File: src/rtl/audio_pwm_out.sv
// Audio sample sink: synchronizes the processor's R6/R14 strobe, buffers samples in a FIFO
// and plays them as PWM duty cycles. Define AUDIO_SIGMA_DELTA_EN for a sigma-delta output stage.
module audio_pwm_out #(
    parameter int SAMPLE_W    = 11,
    parameter int FIFO_DEPTH  = 8,
    parameter int PRIME_LEVEL = 4,
    parameter int REPEAT      = 1
) (
    input  logic                clkFPGA,
    input  logic                rst,
    input  logic [SAMPLE_W-1:0] R6_audio,
    input  logic                R14_flag,
    input  logic                enable,
    output logic                pwm_out,
    output logic                fifo_full,
    output logic                overflow,
    output logic                underrun,
    output logic                playing
);

    localparam int AW = $clog2(FIFO_DEPTH);
    localparam logic [SAMPLE_W-1:0] CNT_MAX  = '1;
    localparam logic [7:0]          REP_LAST = 8'(REPEAT - 1);
    localparam logic [AW:0]         DEPTH_C  = (AW + 1)'(FIFO_DEPTH);
    localparam logic [AW:0]         PRIME_C  = (AW + 1)'(PRIME_LEVEL);

    typedef enum logic {FILL, PLAY} state_t;

    // Reset asserts asynchronously but leaves reset in step with clkFPGA.
    logic [1:0] rst_pipe;
    logic       rst_n;

    always_ff @(posedge clkFPGA or negedge rst) begin
        if (!rst) rst_pipe <= 2'b00;
        else      rst_pipe <= {rst_pipe[0], 1'b1};
    end

    assign rst_n = rst_pipe[1];

    // The processor holds R6 stable from before the flag rises, so stage-2 data is
    // settled by the time stage 2 of the flag shows the edge.
    logic [2:0]          flag_sync;
    logic [SAMPLE_W-1:0] data_s1;
    logic [SAMPLE_W-1:0] data_s2;
    logic                flag_rise;

    always_ff @(posedge clkFPGA or negedge rst_n) begin
        if (!rst_n) begin
            flag_sync <= '0;
            data_s1   <= '0;
            data_s2   <= '0;
        end else begin
            flag_sync <= {flag_sync[1:0], R14_flag};
            data_s1   <= R6_audio;
            data_s2   <= data_s1;
        end
    end

    assign flag_rise = flag_sync[1] & ~flag_sync[2];

    logic [SAMPLE_W-1:0] mem [FIFO_DEPTH];
    logic [AW-1:0]       wr_ptr;
    logic [AW-1:0]       rd_ptr;
    logic [AW:0]         count;
    logic                full;
    logic                fifo_empty;
    logic                push;
    logic                pop;
    logic                prime_ok;
    logic                pop_point;
    logic                wrap;

    state_t              state;
    logic [SAMPLE_W-1:0] pwm_cnt;
    logic [7:0]          rep_cnt;
    logic [SAMPLE_W-1:0] cur_sample;
    logic                pwm_q;

    // A pop in the same cycle frees the slot, so a push into a full FIFO still lands.
    always_comb begin
        fifo_empty = (count == '0);
        full       = (count == DEPTH_C);
        wrap       = (pwm_cnt == CNT_MAX);
        prime_ok   = (state == FILL) && enable && (count >= PRIME_C);
        pop_point  = (state == PLAY) && enable && wrap && (rep_cnt == REP_LAST);
        pop        = prime_ok || (pop_point && !fifo_empty);
        push       = flag_rise && (!full || pop);
    end

    always_ff @(posedge clkFPGA) begin
        if (push) mem[wr_ptr] <= data_s2;
    end

    always_ff @(posedge clkFPGA or negedge rst_n) begin
        if (!rst_n) begin
            wr_ptr   <= '0;
            rd_ptr   <= '0;
            count    <= '0;
            overflow <= 1'b0;
        end else begin
            if (push) wr_ptr <= wr_ptr + 1'b1;
            if (pop)  rd_ptr <= rd_ptr + 1'b1;
            if (push && !pop)      count <= count + 1'b1;
            else if (pop && !push) count <= count - 1'b1;
            if (flag_rise && !push) overflow <= 1'b1;
        end
    end

`ifdef AUDIO_SIGMA_DELTA_EN
    logic [SAMPLE_W:0] acc;
    logic [SAMPLE_W:0] acc_next;

    always_comb begin
        acc_next = {1'b0, acc[SAMPLE_W-1:0]} + {1'b0, cur_sample};
    end
`endif

    always_ff @(posedge clkFPGA or negedge rst_n) begin
        if (!rst_n) begin
            state      <= FILL;
            pwm_cnt    <= '0;
            rep_cnt    <= '0;
            cur_sample <= '0;
            pwm_q      <= 1'b0;
            underrun   <= 1'b0;
`ifdef AUDIO_SIGMA_DELTA_EN
            acc        <= '0;
`endif
        end else begin
            case (state)
                FILL: begin
                    pwm_q <= 1'b0;
                    if (prime_ok) begin
                        cur_sample <= mem[rd_ptr];
                        pwm_cnt    <= '0;
                        rep_cnt    <= '0;
                        state      <= PLAY;
`ifdef AUDIO_SIGMA_DELTA_EN
                        acc        <= '0;
`endif
                    end
                end
                PLAY: begin
                    if (!enable) begin
                        pwm_q <= 1'b0;
                    end else begin
                        pwm_cnt <= pwm_cnt + 1'b1;
`ifdef AUDIO_SIGMA_DELTA_EN
                        acc     <= acc_next;
                        pwm_q   <= acc_next[SAMPLE_W];
`else
                        pwm_q   <= (pwm_cnt < cur_sample);
`endif
                        if (wrap) begin
                            if (rep_cnt == REP_LAST) begin
                                rep_cnt <= '0;
                                if (!fifo_empty) begin
                                    cur_sample <= mem[rd_ptr];
                                end else begin
                                    underrun <= 1'b1;
                                    state    <= FILL;
                                    pwm_q    <= 1'b0;
                                end
                            end else begin
                                rep_cnt <= rep_cnt + 8'd1;
                            end
                        end
                    end
                end
                default: state <= FILL;
            endcase
        end
    end

    assign pwm_out   = pwm_q;
    assign fifo_full = full;
    assign playing   = (state == PLAY);

endmodule

File: config.mk
export PLATFORM = sky130hd
export DESIGN_NAME = audio_pwm_out
export DESIGN_NICKNAME = d
export VERILOG_FILES = /design/src/rtl/audio_pwm_out.sv
export SDC_FILE = /design/constraint.sdc
export NUM_CORES = 1
export LEC_CHECK = 0
export ABC_AREA = 1
export CORE_AREA = 2 2 158 113
export DETAILED_ROUTE_END_ITERATION = 12
export DIE_AREA = 0 0 160 115
export SYNTH_ARGS = -nofsm -noshare
export SYNTH_HDL_FRONTEND = slang
export SYNTH_SLANG_ARGS = --single-unit
File: constraint.sdc
create_clock -name clkFPGA -period 3.05 [get_ports clkFPGA]
set_input_delay 0.305 -clock clkFPGA [delete_from_list [all_inputs] [get_ports clkFPGA]]
set_output_delay 0.305 -clock clkFPGA [all_outputs]
set_load 0.01 [all_outputs]
# Yosys cells after proc, flatten, opt, wreduce, memory -nomap -nowiden
# Memories as Yosys holds them, arrays and structs flattened.
# Cells that the tools add are included.
[word_totals] register_bits=71 ramBits=88 inputBits=15 out_inout_bits=5 word_cells=85 memories=1
[op_classes] addsub=6 order_cmp=2 n_eq_ne=7 n_mux=29 bitwise=3 reduce_logical=23
[mem_list] name="mem" depth=8 width=11 rd=1 rd_ports_with_merged_regs=0 wr=1 line_no="61" source="logic [SAMPLE_W-1:0] mem [FIFO_DEPTH];"
[ops] operator="11-bit two-way mux" count=7
[ops] operator="11-bit one-hot mux with 2 select lines" count=2
[ops] operator="8-bit two-way mux" count=4
[ops] operator="8-bit one-hot mux with 2 select lines" count=1
[ops] operator="11-bit by 1-bit adder with 11-bit output, second input constant" count=1
[ops] operator="11-bit == test, second input constant" count=1
[ops] operator="11-bit < comparator" count=1
[ops] operator="1-bit two-way mux" count=11
[ops] operator="1-bit logical AND" count=10
[ops] operator="5-bit AND reduction" count=2
[ops] operator="8-bit by 1-bit adder with 8-bit output, second input constant" count=1
[ops] operator="8-bit zero test" count=1
[ops] operator="4-bit two-way mux" count=2
[ops] operator="2-bit != test, second input constant" count=4
[ops] operator="3-bit by 1-bit adder with 3-bit output, second input constant" count=2
[ops] operator="4-bit by 1-bit adder with 4-bit output, second input constant" count=1
[ops] operator="4-bit == test, second input constant" count=1
[ops] operator="4-bit by 3-bit >= comparator with 1-bit output, second input constant" count=1
[ops] operator="1-bit zero test" count=4
[ops] operator="4-bit zero test" count=1
[ops] operator="1-bit one-hot mux with 2 select lines" count=2
[ops] operator="4-bit by 1-bit subtractor with 4-bit output, second input constant" count=1
[ops] operator="3-bit AND reduction" count=1
[ops] operator="1-bit logical OR" count=2
[ops] operator="other kinds (5)" count=6

# Logic depth before layout (Yosys ltp)
[logic_depth] depth_word=11 depth_mapped=18 mapped_depth_nobuf=18

# Worst setup path before layout
# No wires, ideal clock.
[synth_path] path_type="reg-to-reg" start="reg pwm_cnt[1]" end="reg count[3]" setup_ns=0.065 arrival_ns=2.350 path_slack_ns=0.635 stages_incl_launch_ff=18 path_buffers=0 synth_period_minus_slack_ns=2.415 cell_sequence="dfrtp_1 -> ha_1 -> nand2_2 -> nor2_4 -> nand3_4 -> nand2_2 -> nand3_4 -> nand2_4 -> nand2_2 -> inv_1 -> ha_1 -> inv_1 -> ha_1 -> a21o_1 -> a21oi_1 -> xor2_1 -> nand2_1 -> nand2_1"
[synth_via] elab_chain_len=10 elab_cells_between_ends=13 classes_between="1 x eq/ne; 1 x mux; 11 x reduce/logical"
[synth_rtl] element="start, declared" line_no="74" source="logic [SAMPLE_W-1:0] pwm_cnt;"
[synth_rtl] element="start signal, assigned" line_no="147" source="pwm_cnt <= pwm_cnt + 1'b1;"
[synth_rtl] element="11-bit == test (*)" line_no="83" source="wrap = (pwm_cnt == CNT_MAX);"
[synth_rtl] element="1-bit logical AND (*) (2 in series)" line_no="85" source="pop_point = (state == PLAY) && enable && wrap && (rep_cnt == REP_LAST);"
[synth_rtl] element="1-bit logical AND (*)" line_no="86" source="pop = prime_ok || (pop_point && !fifo_empty);"
[synth_rtl] element="1-bit logical OR (*)" line_no="86"
[synth_rtl] element="1-bit logical OR (*)" line_no="87" source="push = flag_rise && (!full || pop);"
[synth_rtl] element="1-bit logical AND (*)" line_no="87"
[synth_rtl] element="via push" line_no="67" source="logic push;"
[synth_rtl] element="1-bit zero test" line_no="104" source="else if (pop && !push) count <= count - 1'b1;"
[synth_rtl] element="1-bit logical AND" line_no="104"
[synth_rtl] element="2-bit nonzero test (no source line)"
[synth_rtl] element="end signal, assigned" line_no="103" source="if (push && !pop) count <= count + 1'b1;"
[synth_rtl] element="end signal, assigned" line_no="104"
[synth_rtl] element="end, declared" line_no="64" source="logic [AW:0] count;"
# Mark *: on every way through the listed nets, which the timed path passes. The rest lies on a longest branch.
# A chain may end at the register's enable or synchronous reset.

# Final worst setup path
# Same ends and word-level chain as after synthesis.

==> flow_summary_export.csv <==
group,metric,value,unit
worst_setup_path,crit_path_end_kind,"flip-flop",
global_route,antenna_found_initial,0,
timing,fin_skew,0.00577,ns
timing,layout_setup_ws,0.371,ns
worst_setup_path,cp-start-kind,"flip-flop",
timing,fin_crit_sh,0.878,
worst_setup_path,path_class,"flip-flop to flip-flop",
detailed_routing,drt_iter0_drc,374,
timing,rsz0062_at_grt,"false",
power_and_ir_drop,ir_drop,480,uV
logic_synthesis,synthDistinctLibCells,39,
timing,worstMarginPinSlew,0.928,ns
clocking,cts_tree,"built",
global_route,grt_pass1_vias,4175,
power_and_ir_drop,clockPowerShare,0.325,
place,hpwlAfterDp,8.18,mm
global_route,grt_max_degree,70,
final_layout,fillers,1571,
logic_synthesis,syn-cell-area,0.00666,mm2
detailed_routing,ant_nets,0,
clocking,htreeDepth,4,
detailed_routing,first_pass_iters,5,
logic_synthesis,synth_ff_type,"edfxtp_1",
clocking,cts.sinks,159,
run,cap_violations,0,
power_and_ir_drop,p_leak,3.09,nW
clocking,post_cts_resized,0,
clocking,clkSlewWorstSetupHoldPaths,0.06,ns
final_layout,area_growth,16.3,%
detailed_routing,via_count,4331,
timing,max_slew_margin,0.381,
power_and_ir_drop,swShare,0.320,
die,initial_utilization,0.393,
power_and_ir_drop,power_frac_seq,0.423,
detailed_routing,viasPerCell,4.98,
worst_setup_path,cp.arrival,3.04,ns
hold_path,hp-class,"primary input to asynchronous set/reset pin",
die,die_h,115,um
power_and_ir_drop,p_int,0.00457,W
worst_setup_path,critPathMaxFanout,8,
place,pre_cts_slack,0.188,ns
timing,post-route-min-period,2.68,ns
detailed_routing,drc_errors,0,
die,std_cell_rows,40,
power_and_ir_drop,switching_power,0.00215,W
logic_synthesis,synth-seq-cells,159,
place,place_congestion,0.855,
final_layout,num_antenna_cells,0,
detailed_routing,wirelength,13.3,mm
global_route,grt_pass1_wl,22.0,mm
timing,setup_violations,0,
timing,finalHoldViolations,0,
timing,fmax,0.373,GHz
die,die_w,160,um
clocking,clockBufferDepth,2,
timing,tns,0,ns
die,die-area,0.0184,mm2
clocking,cts-hold-fix-buffers,0,
logic_synthesis,synthesis.instances,592,
final_layout,layout-drive-gt1-share,0.103,
detailed_routing,wl_per_cell,15.3,um
global_route,grt_overflow,0,
final_layout,nets,659,
logic_synthesis,synth.avg_cell_area,11.2,um2
clocking,cts_root_buffer,"clkbuf_16",
logic_synthesis,ys_seq_area_frac,0.664,
power_and_ir_drop,pwr-share-comb,0.252,
run_status,outcome,"finished, final reports clean",
global_route,grt_use_total,0.158,
clocking,cts_setup_buffers,0,
clocking,clk_latency,0.42,ns
power_and_ir_drop,p_per_area,868,mW/mm2
die,io_pins,20,
clocking,numCtsBuffers,17,
place,port_buffers,19,
die,core,0.0169,mm2
worst_setup_path,required,3.41,ns
logic_synthesis,yosysWarningCount,0,
timing,drv_slew,0,
logic_synthesis,synth_nets,626,
logic_synthesis,synth_edf_count,88,
logic_synthesis,async_reset_ff_frac,0.447,
metrics by stage:
step / instance area (um2) / total power, W / hold WS (ns) / utilization / instances
2_1_floorplan: 6660 / 0.00406 / 0.00941 / - / 592
3_3_place_gp: 7130 / 0.00450 / 0.332 / 0.422 / 837
3_5_place_dp: 7130 / 0.00458 / 0.335 / 0.422 / 837
4_1_cts: 7740 / 0.00678 / 0.0280 / 0.458 / 869
5_1_grt: 7740 / 0.00716 / 0.0259 / 0.458 / 869
6_report: 7740 / 0.00672 / 0.0414 / 0.458 / 869
registers in the layout, summed over array words and instances, names as in the netlist:
signal and count:
overflow 1, flag_sync 3, cur_sample 11, data_s1 11
rep_cnt 8, playing 1, underrun 1, pwm_out 1
mem 88, count 4, rd_ptr 3, data_s2 11
pwm_cnt 11, rst_pipe 2, wr_ptr 3
layout by cell type, fill, tap and decap left out, drive strengths merged:
cell type	netlist	layout
o21bai	1	1
inv	50	50
clkinvlp	0	3
clkinv	1	5
xor2	3	3
nand3	24	24
edfxtp	88	88
a21oi	8	8
conb	1	1
clkdlybuf4s50	0	19
clkbuf	10	21
nand2	115	115
bufinv	0	4
nand3b	2	2
a211oi	2	2
a22o	1	1
o21a	1	1
nor2	74	74
o22ai	23	23
ha	18	18
buf	9	14
a21boi	1	1
o211ai	1	1
nor3	2	2
nand4	3	3
xnor2	2	2
dfrtp	71	71
o21ai	76	76
a21o	1	1
a31oi	2	2
fa	1	1
nor3b	1	1
per-layer routing:
layer	wire length, um	global-route usage	vias to the layer above
met1	6430	0.218	2119
met4	210	0.0607	0
li1	-	-	2092
met2	6080	0.243	102
met5	0	0	-
met3	564	0.0408	18
kinds of logic after synthesis:
group / after synthesis / share of synthesized area
and+or+nand+nor: 221 / 0.146
DFF: 159 / 0.664
AOI/OAI and AO/OA: 117 / 0.100
buffers and inverters: 70 / 0.0457
adders and majority gates: 19 / 0.0368
xor gates and xnor gates: 5 / 0.00658
other: 1 / 0.000563
worst max-delay path, cell delays in order, from the launching register on:
cell,delay (ns)
dfrtp_1,0.39
ha_1,0.20
nand2_2,0.10
nor2_4,0.15
nand3_4,0.11
nand2_2,0.10
nand3_4,0.10
nand2_4,0.10
nand2_2,0.11
inv_1,0.08
ha_1,0.18
inv_1,0.10
ha_1,0.29
a21o_1,0.16
a21oi_1,0.16
xor2_1,0.17
nand2_1,0.06
nand2_1,0.06
power groups by stage:
stage	clock [W]	sequential (W)	combinational, W
final	0.00218	0.00284	0.00169
after global routing	0.00232	0.00289	0.00195
after CTS	0.00222	0.00285	0.00171
after detailed placement	0	0.00289	0.00170
after global placement	0	0.00287	0.00163
after floorplan	0	0.00281	0.00125
worst paths after layout:
kind | cells past startpoint | end | start | slack, ns
max | 17 | count[3] | pwm_cnt[1] | 0.37
max reg2reg | 17 | count[3] | pwm_cnt[1] | 0.37
max in group asynchronous | 0 | data_s1[6] | rst_pipe[1] | 1.98
min in group clkFPGA | 1 | data_s1[4] | R6_audio[4] | 0.32
min reg2reg | 0 | data_s2[5] | data_s1[5] | 0.35
min | 1 | rst_pipe[1] | rst | 0.04
cells in the mapped netlist, types with 2 or more instances:
cell type	count	area, um2
a211oi_1	2	15.0
a21oi_1	8	40.0
a31oi_1	2	12.5
buf_2	6	30.0
buf_6	2	22.5
clkbuf_1	10	37.5
dfrtp_1	71	1780
edfxtp_1	88	2640
ha_1	18	225
inv_1	49	184
nand2_1	108	405
nand2_2	5	31.3
nand2_4	2	22.5
nand3_1	19	95.1
nand3_2	2	20.0
nand3_4	3	52.6
nand3b_1	2	15.0
nand4_1	3	18.8
nor2_1	72	270
nor2_4	2	22.5
nor3_1	2	10.0
o21ai_0	64	320
o21ai_1	4	20.0
o21ai_2	8	70.1
o22ai_1	23	144
xnor2_1	2	17.5
xor2_1	3	26.3
cell type report:
type / instances / area, um2 / area share
repair buffers: 33 / 295 / 0.0382
multi-input cells: 363 / 1930 / 0.250
well taps: 231 / 289 / 0.0373
clock buffers: 21 / 440 / 0.0569
clock inverters: 11 / 166 / 0.0215
inverters: 51 / 194 / 0.0251
flip-flops and latches: 159 / 4420 / 0.571
No activity file was read; power rests on OpenSTA's default activity.
